**config.mk**
```make
export PLATFORM = sky130hd
export DESIGN_NAME = mpc_kob
export DESIGN_NICKNAME = d
export VERILOG_FILES = /design/src/rtl/mpc_kob_pkg.sv /design/src/rtl/mpc_kob_ptr.sv /design/src/rtl/mpc_kob.sv
export SDC_FILE = /design/constraint.sdc
export NUM_CORES = 1
export LEC_CHECK = 0
export ABC_AREA = 0
export CORE_UTILIZATION = 53
export DETAILED_ROUTE_END_ITERATION = 7
export PLACE_DENSITY = 0.76
export SLEW_MARGIN = 20
export SYNTH_ARGS = -nofsm -noshare
export SYNTH_HDL_FRONTEND = slang
export SYNTH_HIERARCHICAL = 1
export SYNTH_SLANG_ARGS = --single-unit
```
**constraint.sdc**
```tcl
create_clock -name clk_i -period 13.7 [get_ports clk_i]
set_input_delay 3.425 -clock clk_i [delete_from_list [all_inputs] [get_ports clk_i]]
set_output_delay 3.425 -clock clk_i [all_outputs]
set_load 0.01 [all_outputs]
```
**src/rtl/mpc_kob_pkg.sv**
```systemverilog
// Shared types for the multi-port cache keep-order buffer.
package mpc_kob_pkg;

    localparam int unsigned MPC_ROB_ID_W     = 3;
    localparam int unsigned MPC_CHANNEL_ID_W = 2;
    localparam int unsigned MPC_DATA_W       = 128;

    typedef logic [MPC_ROB_ID_W-1:0]     rob_id_t;
    typedef logic [MPC_CHANNEL_ID_W-1:0] channel_id_t;

    // Bank response as broadcast by the response crossbar.
    typedef struct packed {
        channel_id_t             channel_id;
        rob_id_t                 rob_id;
        logic [MPC_DATA_W-1:0]   rdata;
    } rc_rsp_t;

    // Response delivered to the channel port.
    typedef struct packed {
        logic [MPC_DATA_W-1:0] rdata;
    } channel_rsp_t;

    // Buffer depth must be a power of two addressable by a 3-bit rob_id.
    function automatic logic kob_size_ok(int unsigned n);
        return (n == 2) || (n == 4) || (n == 8);
    endfunction

endpackage

```
**src/rtl/mpc_kob_ptr.sv**
```systemverilog
// Circular pointer with an extra wrap bit so equal indices can be told apart as full/empty.
module mpc_kob_ptr #(
    parameter int unsigned IdxW = 3
) (
    input  logic            clk_i,
    input  logic            rst_i,
    input  logic            inc_i,
    output logic [IdxW-1:0] idx_o,
    output logic            wrap_o
);

    logic [IdxW:0] ptr_q, ptr_d;

    // Advance by one; the natural binary overflow toggles the wrap bit.
    always_comb begin
        ptr_d = ptr_q;
        if (inc_i) begin
            ptr_d = ptr_q + {{IdxW{1'b0}}, 1'b1};
        end
    end

    // Pointer register with synchronous reset.
    always_ff @(posedge clk_i) begin
        if (rst_i) begin
            ptr_q <= '0;
        end else begin
            ptr_q <= ptr_d;
        end
    end

    assign idx_o  = ptr_q[IdxW-1:0];
    assign wrap_o = ptr_q[IdxW];

endmodule

```
**src/rtl/mpc_kob.sv**
```systemverilog
// Keep-order buffer: hands out rob_ids, accepts out-of-order bank responses and
// returns them to the channel strictly in issue order.
module mpc_kob
    import mpc_kob_pkg::*;
#(
    parameter int unsigned KOB_SIZE   = 8,
    parameter channel_id_t CHANNEL_ID = '0
) (
    input  logic         clk_i,
    input  logic         rst_i,
    input  logic         alloc_valid_i,
    output logic         alloc_ready_o,
    output rob_id_t      alloc_id_o,
    input  logic         rsp_valid_i,
    input  rc_rsp_t      rsp_i,
    output logic         out_valid_o,
    input  logic         out_ready_i,
    output channel_rsp_t out_rsp_o,
    output logic [3:0]   count_o,
    output logic         empty_o,
    output logic         err_o
);

    localparam int unsigned IdxW = $clog2(KOB_SIZE);

    if (!kob_size_ok(KOB_SIZE)) begin : g_bad_size
        $error("mpc_kob: KOB_SIZE must be 2, 4 or 8");
    end

    logic [IdxW-1:0] head_idx, tail_idx;
    logic            head_wrap, tail_wrap;

    logic [KOB_SIZE-1:0]   alloc_q, alloc_d;
    logic [KOB_SIZE-1:0]   filled_q, filled_d;
    logic [MPC_DATA_W-1:0] data_q [KOB_SIZE];
    logic [MPC_DATA_W-1:0] data_d [KOB_SIZE];
    logic                  err_q, err_d;

    logic                full;
    logic                alloc_fire;
    logic                pop;
    logic                head_valid;
    logic                rsp_hit;
    logic [KOB_SIZE-1:0] rsp_sel;
    logic [IdxW:0]       cnt;

    mpc_kob_ptr #(
        .IdxW (IdxW)
    ) u_head_ptr (
        .clk_i  (clk_i),
        .rst_i  (rst_i),
        .inc_i  (pop),
        .idx_o  (head_idx),
        .wrap_o (head_wrap)
    );

    mpc_kob_ptr #(
        .IdxW (IdxW)
    ) u_tail_ptr (
        .clk_i  (clk_i),
        .rst_i  (rst_i),
        .inc_i  (alloc_fire),
        .idx_o  (tail_idx),
        .wrap_o (tail_wrap)
    );

    // Handshake decode from start-of-cycle state; a same-cycle pop never frees a slot early.
    always_comb begin
        full       = (head_idx == tail_idx) && (head_wrap != tail_wrap);
        head_valid = alloc_q[head_idx] && filled_q[head_idx];
        alloc_fire = alloc_valid_i && !full;
        pop        = head_valid && out_ready_i;
        rsp_hit    = rsp_valid_i && (rsp_i.channel_id == CHANNEL_ID);
    end

    // A response is accepted only into an allocated, still-empty entry; ids past
    // KOB_SIZE match no entry and therefore fall through to the error path.
    always_comb begin
        rsp_sel = '0;
        for (int i = 0; i < KOB_SIZE; i++) begin
            rsp_sel[i] = rsp_hit && (rsp_i.rob_id == rob_id_t'(i)) && alloc_q[i] && !filled_q[i];
        end
        err_d = err_q | (rsp_hit && !(|rsp_sel));
    end

    // Entry next-state: alloc, fill and pop always target distinct entries.
    always_comb begin
        alloc_d  = alloc_q;
        filled_d = filled_q;
        data_d   = data_q;
        for (int i = 0; i < KOB_SIZE; i++) begin
            if (alloc_fire && (tail_idx == IdxW'(i))) begin
                alloc_d[i]  = 1'b1;
                filled_d[i] = 1'b0;
            end
            if (rsp_sel[i]) begin
                filled_d[i] = 1'b1;
                data_d[i]   = rsp_i.rdata;
            end
            if (pop && (head_idx == IdxW'(i))) begin
                alloc_d[i]  = 1'b0;
                filled_d[i] = 1'b0;
            end
        end
    end

    // Entry status and sticky error with synchronous reset.
    always_ff @(posedge clk_i) begin
        if (rst_i) begin
            alloc_q  <= '0;
            filled_q <= '0;
            err_q    <= 1'b0;
        end else begin
            alloc_q  <= alloc_d;
            filled_q <= filled_d;
            err_q    <= err_d;
        end
    end

    // Payload storage; never observed unless the filled bit is set, so no reset.
    always_ff @(posedge clk_i) begin
        data_q <= data_d;
    end

    // Registered-state outputs only; nothing here depends on rsp_i.
    always_comb begin
        cnt             = {tail_wrap, tail_idx} - {head_wrap, head_idx};
        alloc_ready_o   = !full;
        alloc_id_o      = rob_id_t'(tail_idx);
        out_valid_o     = head_valid;
        out_rsp_o.rdata = head_valid ? data_q[head_idx] : '0;
        count_o         = 4'(cnt);
        empty_o         = (cnt == '0);
        err_o           = err_q;
    end

endmodule
```
; Yosys cells after proc, flatten, opt, wreduce, memory -nomap -nowiden
; Cells that the tools add are included.
; Widths: inputs -> output; s select.
[totals]
out_inout_bits = 139
memories = 0
input_bits = 138
ff_bits = 1049
romBits = 0
mem_bits_rw = 0
elab_cells = 159
latchBits = 0
[op_classes]
bitwise = 2
n_shift = 0
div = 0
mul = 0
n_reduce_logical = 78
eq_ne = 23
n_lt_le_gt_ge = 2
addsub = 3
mux = 24
[ops]
columns = cell, n
row1 = $bmux 128 s3, 1
row2 = $mux 128, 3
row3 = $logic_and 1x1->1, 46
row4 = $eq 3x3->1 const B, 12
row5 = $eq 3x2->1 const B, 6
row6 = $mux 1, 18
row7 = $reduce_bool 2->1, 8
row8 = $reduce_or 2->1, 8
row9 = $logic_not 1->1, 10
row10 = $eq 3x1->1 const B, 3
row11 = $logic_not 3->1, 3
row12 = $add 4x1->4 const B, 2
row13 = $reduce_or 8->1, 1
row14 = $bmux 1 s3, 2
row15 = $ge 4x4->1 const B, 1
row16 = $logic_not 4->1, 1
row17 = $lt 3x4->1 const B, 1
row18 = $not 3->4, 1
row19 = $sub 4x4->4, 1
row20 = $eq 3x3->1, 1
row21 = $logic_not 2->1, 1
row22 = $ne 1x1->1, 1
row23 = $or 1x1->1, 1

; Longest topological paths before layout
; Gate-level depths: netlist of the first run.
[logic_depth]
word_depth = 9
mapped_depth = 8
ltp_nobuf = 7

; Cells and area by module
; Netlist of the first run, hierarchy kept.
[by_module_without_submodules]
columns = mod, instances, cells_each, area_each_um2, seq_area_each_um2
row1 = mpc_kob, 1, 1893, 40119.7, 31089.8
row2 = mpc_kob_ptr, 2, 16, 178.9, 80.1

; Worst setup path after synthesis of the first run
; OpenSTA, ideal clock, no wires.
[synth_path]
path_kind = in2reg
startpoint = input rsp_i[132] (netlist name)
endpoint = register filled_q[1]
path_buffers = 0
cell_stages = 4
t_required_ps = 13602
setup_ps = 98
setup_slack_ps = 187
t_arrival_ps = 13415
cell_sequence = nor3b_1 nand2b_1 nor3_1 o21a_1
[synth_between]
elab_chain_cells = 6
elab_cells_between_ends = 7
classes_between = mux: 1 / reduce/logical: 6
[synth_rtl]
columns = item, line_no
row1 = from (decl), mpc_kob.sv:15  ; input rc_rsp_t rsp_i,
row2 = $logic_not 2->1 *, mpc_kob.sv:73  ; rsp_hit = rsp_valid_i && (rsp_i.channel_id == CHANNEL_ID);
row3 = $logic_and 1x1->1 *, mpc_kob.sv:73
row4 = $logic_and 1x1->1 * (3 in a row), mpc_kob.sv:81  ; rsp_sel[i] = rsp_hit && (rsp_i.rob_id == rob_id_t'(i)) && alloc_q[i] && !filled_q[i];
row5 = via rsp_sel[1], mpc_kob.sv:44  ; logic [KOB_SIZE-1:0] rsp_sel;
row6 = $mux 1 or $reduce_bool 2->1 (tied branches), n/a
row7 = to (signal assigned), mpc_kob.sv:115  ; filled_q <= filled_d;
row8 = to (decl), mpc_kob.sv:34  ; logic [KOB_SIZE-1:0] filled_q, filled_d;
; The timed path passes the listed nets; every way through them passes the cells marked *.
; A chain may end at the register's enable or synchronous reset.

==> results of run 1 <==
==> registers in the layout (all words and copies together), names as in the netlist <==
name	count
filled_q	8
err_o	1
alloc_q	8
u_tail_ptr/ptr_q	4
data_q	1024
u_head_ptr/ptr_q	4
==> cell usage after synthesis, types with 2 or more instances <==
cell / count / area [sq um]
buf_6: 11 / 124
buf_4: 11 / 82.6
mux2_4: 2 / 30.0
nand3_1: 2 / 10.0
o31a_1: 3 / 26.3
o211ai_1: 2 / 15.0
inv_1: 4 / 15.0
o21a_1: 21 / 158
mux2i_1: 2 / 20.0
inv_2: 3 / 11.3
a41oi_1: 8 / 70.1
mux4_2: 258 / 5810
a21bo_2: 2 / 20.0
and2_1: 3 / 18.8
nand2b_1: 4 / 25.0
nor3_1: 4 / 20.0
nand2_1: 267 / 1000
dfxtp_1: 25 / 500
buf_2: 19 / 95.1
buf_1: 24 / 90.1
nand4_2: 2 / 25.0
nor4bb_1: 2 / 20.0
a21oi_1: 32 / 160
a21oi_2: 99 / 867
edfxtp_1: 1024 / 30700
clkbuf_1: 37 / 139
xnor2_1: 3 / 26.3
nor2_1: 20 / 75.1
nand3b_1: 3 / 22.5
ha_1: 5 / 62.6
nor2b_1: 6 / 37.5
nand4b_1: 2 / 17.5
==> cells by family after synthesis <==
group	share of synthesized area (%)
compound gates	3.34
xor+xnor	0.0866
buf+inv	1.38
mux	14.5
flops	77.2
simple gates	3.29
fa+ha+maj	0.204
==> layout make-up <==
class                   instances  area share (%)
diodes                         12          0.0633
clock inverters                59           0.860
flip-flops and latches       1049            65.9
clock buffers                 131            5.74
well taps                     969            2.56
multi-input cells             767            18.4
inverters                       7          0.0712
repair buffers                303            6.41
==> where the power goes <==
group | internal [mW] | switching [mW] | total, mW
logic | 0.0461 | 0.0528 | 0.0989
clock network | 1.49 | 1.13 | 2.62
registers | 3.52 | 0.00335 | 3.52
==> final timing paths <==
kind / endpoint / from / cells after the start / slack (ps)
worst max-delay path: out_rsp_o[53] / u_head_ptr/ptr_q[0]$_SDFFE_PP0P_ / 6 / 5530
worst min-delay path: err_o$_SDFF_PP0_ / err_o$_SDFF_PP0_ / 2 / 470
worst max register to register: u_head_ptr/ptr_q[3]$_SDFFE_PP0P_ / u_head_ptr/ptr_q[2]$_SDFFE_PP0P_ / 6 / 10380
worst min register to register: err_o$_SDFF_PP0_ / err_o$_SDFF_PP0_ / 2 / 470
==> routing by layer <==
metal | global-route usage [%] | vias to the layer above | wire length (um)
li1 | - | 8486 | -
met1 | 29.6 | 10300 | 34100
met2 | 38.2 | 613 | 44200
met3 | 4.28 | 152 | 5400
met4 | 7.69 | 18 | 2220
met5 | 0 | - | 135
==> metrics by stage <==
step | area (sq um) | setup WS [ps] | utilization (%) | power [mW]
2_1_floorplan | 40500 | 187 | - | 3.61
3_3_place_gp | 44300 | 6040 | 59.1 | 3.68
3_5_place_dp | 44300 | 6040 | 59.1 | 3.69
4_1_cts | 47400 | 5330 | 63.3 | 6.30
5_1_grt | 47400 | 5110 | 63.3 | 6.42
6_report | 47400 | 5530 | 63.3 | 6.25
==> worst register-to-register path, cell delays in order, from the launching register on <==
cell	delay (ps)
dfxtp_4	860
inv_4	330
mux4_2	380
mux2_8	630
nor2b_1	530
nand4_2	150
mux2_4	340
==> results by group, run 1 <==
Outcome
  • Status: complete, no violations

Global routing
  • Total global-route track usage: 22.6%
  • Vias in the first global route: 20600
  • First-pass GRT wire length: 129000 um
  • Grt total ovfl: 0
  • Largest net degree at the start of global routing: 171
  • Initial antenna violation count: 19

Timing
  • Worst clock skew: 19.9 ps
  • Maximum clock frequency: 122 MHz
  • Max-Slew Margin vs Limit: 27.6%
  • Period utilization: 59.6%
  • RSZ-0062 raised after global routing: no
  • Final setup viols: 0
  • Final hold violations: 0
  • Post-layout min period: 8170 ps
  • Final hold slack: 468 ps
  • Max-slew violations: 0
  • Least-Margin Pin Slew: 1090 ps
  • Setup TNS: 0 ps

Detailed routing
  • Mean number of vias per cell: 5.95
  • Router iterations before antenna repair: 5
  • DRT antenna net count: 0
  • Total number of vias: 19600
  • Initial DRC Count: 1580
  • Remaining DRCs: 0
  • Drt wl/cell: 26.1 um
  • Post-Route WL: 86100 um

Synthesis
  • Ys Warns: 6
  • Netlist Area Pre-Place: 40500 sq um
  • Post-synth EDFFs: 1024
  • Post-Syn Instances: 1925
  • Post-synth ARST share: 0%
  • Distinct cells, synth: 47
  • Most common flop cell mapped by yosys: edfxtp_1
  • Syn nets: 2069
  • Register area share after synthesis: 77.2%
  • Synthesis-stage register bit count: 1049
  • Syn Area/Cell: 21.0 sq um

Clocking
  • Clock sink count: 1049
  • Num CTS Buffers: 102
  • Root buffer cell: clkbuf_16
  • CTS tree: done
  • Post-CTS setup buffers: 0
  • CTS Hold Buffers Added: 0
  • CTS H-tree depth: 3
  • Clock-pin slew on the worst setup and hold paths: 60 ps
  • Max clock buf depth: 3
  • Clk_lat worst skew: 650 ps
  • Post-cts sizing count: 0

Placement
  • Placed insts: 3095
  • DPL Wire Length: 44700 um
  • GP Congestion: 0.776
  • # port buffers: 276

Pwr
  • Power Density: 132 nW/um^2
  • VDD IR-drop max: 0.0984 mV
  • Leakage: 14.5 nW

Finish
  • Layout area overhead: 17.2%
  • Seq. cell area: 31300 sq um
  • Post-Layout Cell Count: 3297
  • Commonest non-fill, non-tap cell in the layout: edfxtp_1
  • Fillers: 4936
  • Fraction of layout cells with a size suffix above 1: 23.4%
  • Area occupied by multi-input gates: 8730 sq um
  • Nets@finish: 2374
  • Commonest non-fill, non-tap cells in the layout: edfxtp_1, clkdlybuf4s50_1, nand2_1

Die
  • Die area: 77500 sq um
  • Die width: 278 um
  • Core area: 74900 sq um
  • I/O Pins: 277
  • FP Rows: 100
  • Die span in y: 278 um
  • Initial core utilization: 54.0%

Setup path
  • Crit path launch type: register
  • Critical path's largest stage delay: 950 ps
  • Buffers and inverters on the worst path: 3
  • Top delay family on crit path: buffers and inverters
  • Most frequent CP cell: buf_12
  • Critical Path RT: 10270 ps
  • Worst-path cell chain: buf_12 > buf_12 > mux4_2 > nand2_1 > a21oi_2 > clkdlybuf4s50_1
  • CP Class: reg -> out
  • Max FO, Critical Path: 117
  • CP max-delay cell: dfxtp_4
  • Crit path arrival time: 4740 ps
  • CP endpoint kind: output port

Hold path
  • HP Class: reg -> reg

Flow run
  • Total of max-cap violations: 0
No activity file was read; power rests on OpenSTA's default activity.
==> inputs of run 2 (changes only) <==
==> constraint.sdc (replaced) <==
create_clock -name clk_i -period 7 [get_ports clk_i]
set_input_delay 1.75 -clock clk_i [delete_from_list [all_inputs] [get_ports clk_i]]
set_output_delay 1.75 -clock clk_i [all_outputs]
set_load 0.01 [all_outputs]
==> run 2 against run 1 <==
Compared with the run above: critical path depth stayed put; hold slack better by 25 ps; clock power is 100% higher; largest cell class unchanged; sequential power up 96%; cell count decreased by 0.12%; global-route usage about the same.
==> results by group, run 2 (synthesis results as in run 1) <==
Outcome
  • Status: complete, no violations

Die
  • Initial core utilization: 54.0%
  • FP Rows: 100
  • Die span in y: 278 um
  • Die area: 77500 sq um
  • Core area: 74900 sq um
  • I/O Pins: 277
  • Die width: 278 um

Timing
  • Worst clock skew: 19.0 ps
  • Max-slew violations: 0
  • Period utilization: 82.1%
  • Setup TNS: 0 ps
  • RSZ-0062 raised after global routing: no
  • Final hold violations: 0
  • Max-Slew Margin vs Limit: 24.4%
  • Maximum clock frequency: 174 MHz
  • Post-layout min period: 5750 ps
  • Final setup viols: 0
  • Least-Margin Pin Slew: 1130 ps

Pwr
  • VDD IR-drop max: 0.204 mV
  • Leakage: 14.6 nW
  • Power Density: 259 nW/um^2

Setup path
  • Most frequent CP cell: buf_4
  • CP max-delay cell: buf_4
  • Crit path arrival time: 4000 ps
  • Crit path launch type: register
  • Worst-path cell chain: buf_4 > buf_4 > mux4_2 > nand2_1 > a21oi_2 > clkdlybuf4s50_1
  • Critical path's largest stage delay: 1000 ps
  • Buffers and inverters on the worst path: 3
  • Critical Path RT: 5250 ps
  • CP Class: reg -> out
  • Crit path launch: u_head_ptr/ptr_q[1]$_SDFFE_PP0P_
  • Top delay family on crit path: buffers and inverters
  • Critical R2R Launch: u_head_ptr/ptr_q[1]$_SDFFE_PP0P_
  • CP endpoint kind: output port
  • Max FO, Critical Path: 76

Detailed routing
  • Total number of vias: 19600
  • Router iterations before antenna repair: 5
  • Post-Route WL: 85700 um
  • Drt wl/cell: 26.0 um
  • DRT antenna net count: 0
  • Remaining DRCs: 0
  • Mean number of vias per cell: 5.96
  • Initial DRC Count: 1895

Clocking
  • Clock-pin slew on the worst setup and hold paths: 60 ps
  • CTS tree: done
  • Clock sink count: 1049
  • Root buffer cell: clkbuf_16
  • Num CTS Buffers: 101
  • Clk_lat worst skew: 630 ps
  • Post-CTS setup buffers: 0
  • Max clock buf depth: 3
  • CTS Hold Buffers Added: 0
  • CTS H-tree depth: 3
  • Post-cts sizing count: 0

Finish
  • Largest Register: data_q
  • Fraction of layout cells with a size suffix above 1: 23.8%
  • Layout area overhead: 17.7%
  • Commonest non-fill, non-tap cell in the layout: edfxtp_1
  • Commonest non-fill, non-tap cells in the layout: edfxtp_1, clkdlybuf4s50_1, nand2_1
  • Post-layout util: 63.6%
  • Top Registers: data_q: 1024 flops, alloc_q: 8 flops, filled_q: 8 flops
  • Max reg flops: 1024
  • Nets@finish: 2379

Placement
  • DPL Wire Length: 44500 um
  • # port buffers: 276
  • GP Congestion: 0.784

Global routing
  • Grt total ovfl: 0
  • Initial antenna violation count: 16
  • Largest net degree at the start of global routing: 134
  • First-pass GRT wire length: 130000 um
  • Total global-route track usage: 22.6%
  • Vias in the first global route: 20800

Flow run
  • Total of max-cap violations: 0

Hold path
  • Beginning of the worst hold path: err_o$_SDFF_PP0_
  • HP Class: reg -> reg
==> run 2: final timing paths <==
path              slack (ps)                               end  cells after the start
setup / recovery        1250                     out_rsp_o[32]                      6
hold / removal           490                  err_o$_SDFF_PP0_                      2
setup reg to reg        4140  u_head_ptr/ptr_q[3]$_SDFFE_PP0P_                      6
hold reg to reg          490                  err_o$_SDFF_PP0_                      2
==> run 2: where the power goes <==
group	switching, mW	total [mW]	internal (mW)
registers	0.00676	6.90	6.89
clock network	2.22	5.25	3.03
logic	0.104	0.194	0.0904
total	2.33	12.3	10.0
==> run 2: metal layers <==
| layer | up-vias | wire [um] | track usage, % |
|---|---|---|---|
| li1 | 8477 | - | - |
| met1 | 10400 | 34000 | 29.3 |
| met2 | 560 | 44700 | 39.1 |
| met3 | 122 | 4940 | 3.81 |
| met4 | 14 | 1940 | 7.44 |
| met5 | - | 96 | 0 |
==> run 2: metrics by stage <==
step	std cells	setup slack (ps)	hold slack [ps]	area (sq um)	total power [mW]
finish	3293	1250	492	47700	12.3
global route	3291	1080	522	47700	12.7
CTS	3282	1180	491	47600	12.4
detailed placement	3101	1890	476	44400	7.22
global placement	3101	1890	467	44400	7.21
floorplan	1925	-1250	475	40500	7.06
==> run 2: area by class of cell <==
cell class	count	area, sq um
fill	4920	27300
multi-input combinational	767	8750
clock inverter	54	482
clock buffer	127	2710
sequential	1049	31300
timing repair buffer	309	3190
antenna	11	27.5
tap	969	1210
inverter	7	33.8
==> run 2: worst min-delay path, stage by stage (launching register included) <==
cell and delay [ps]:
dfxtp_1 340, nand2b_1 70, o41ai_1 50
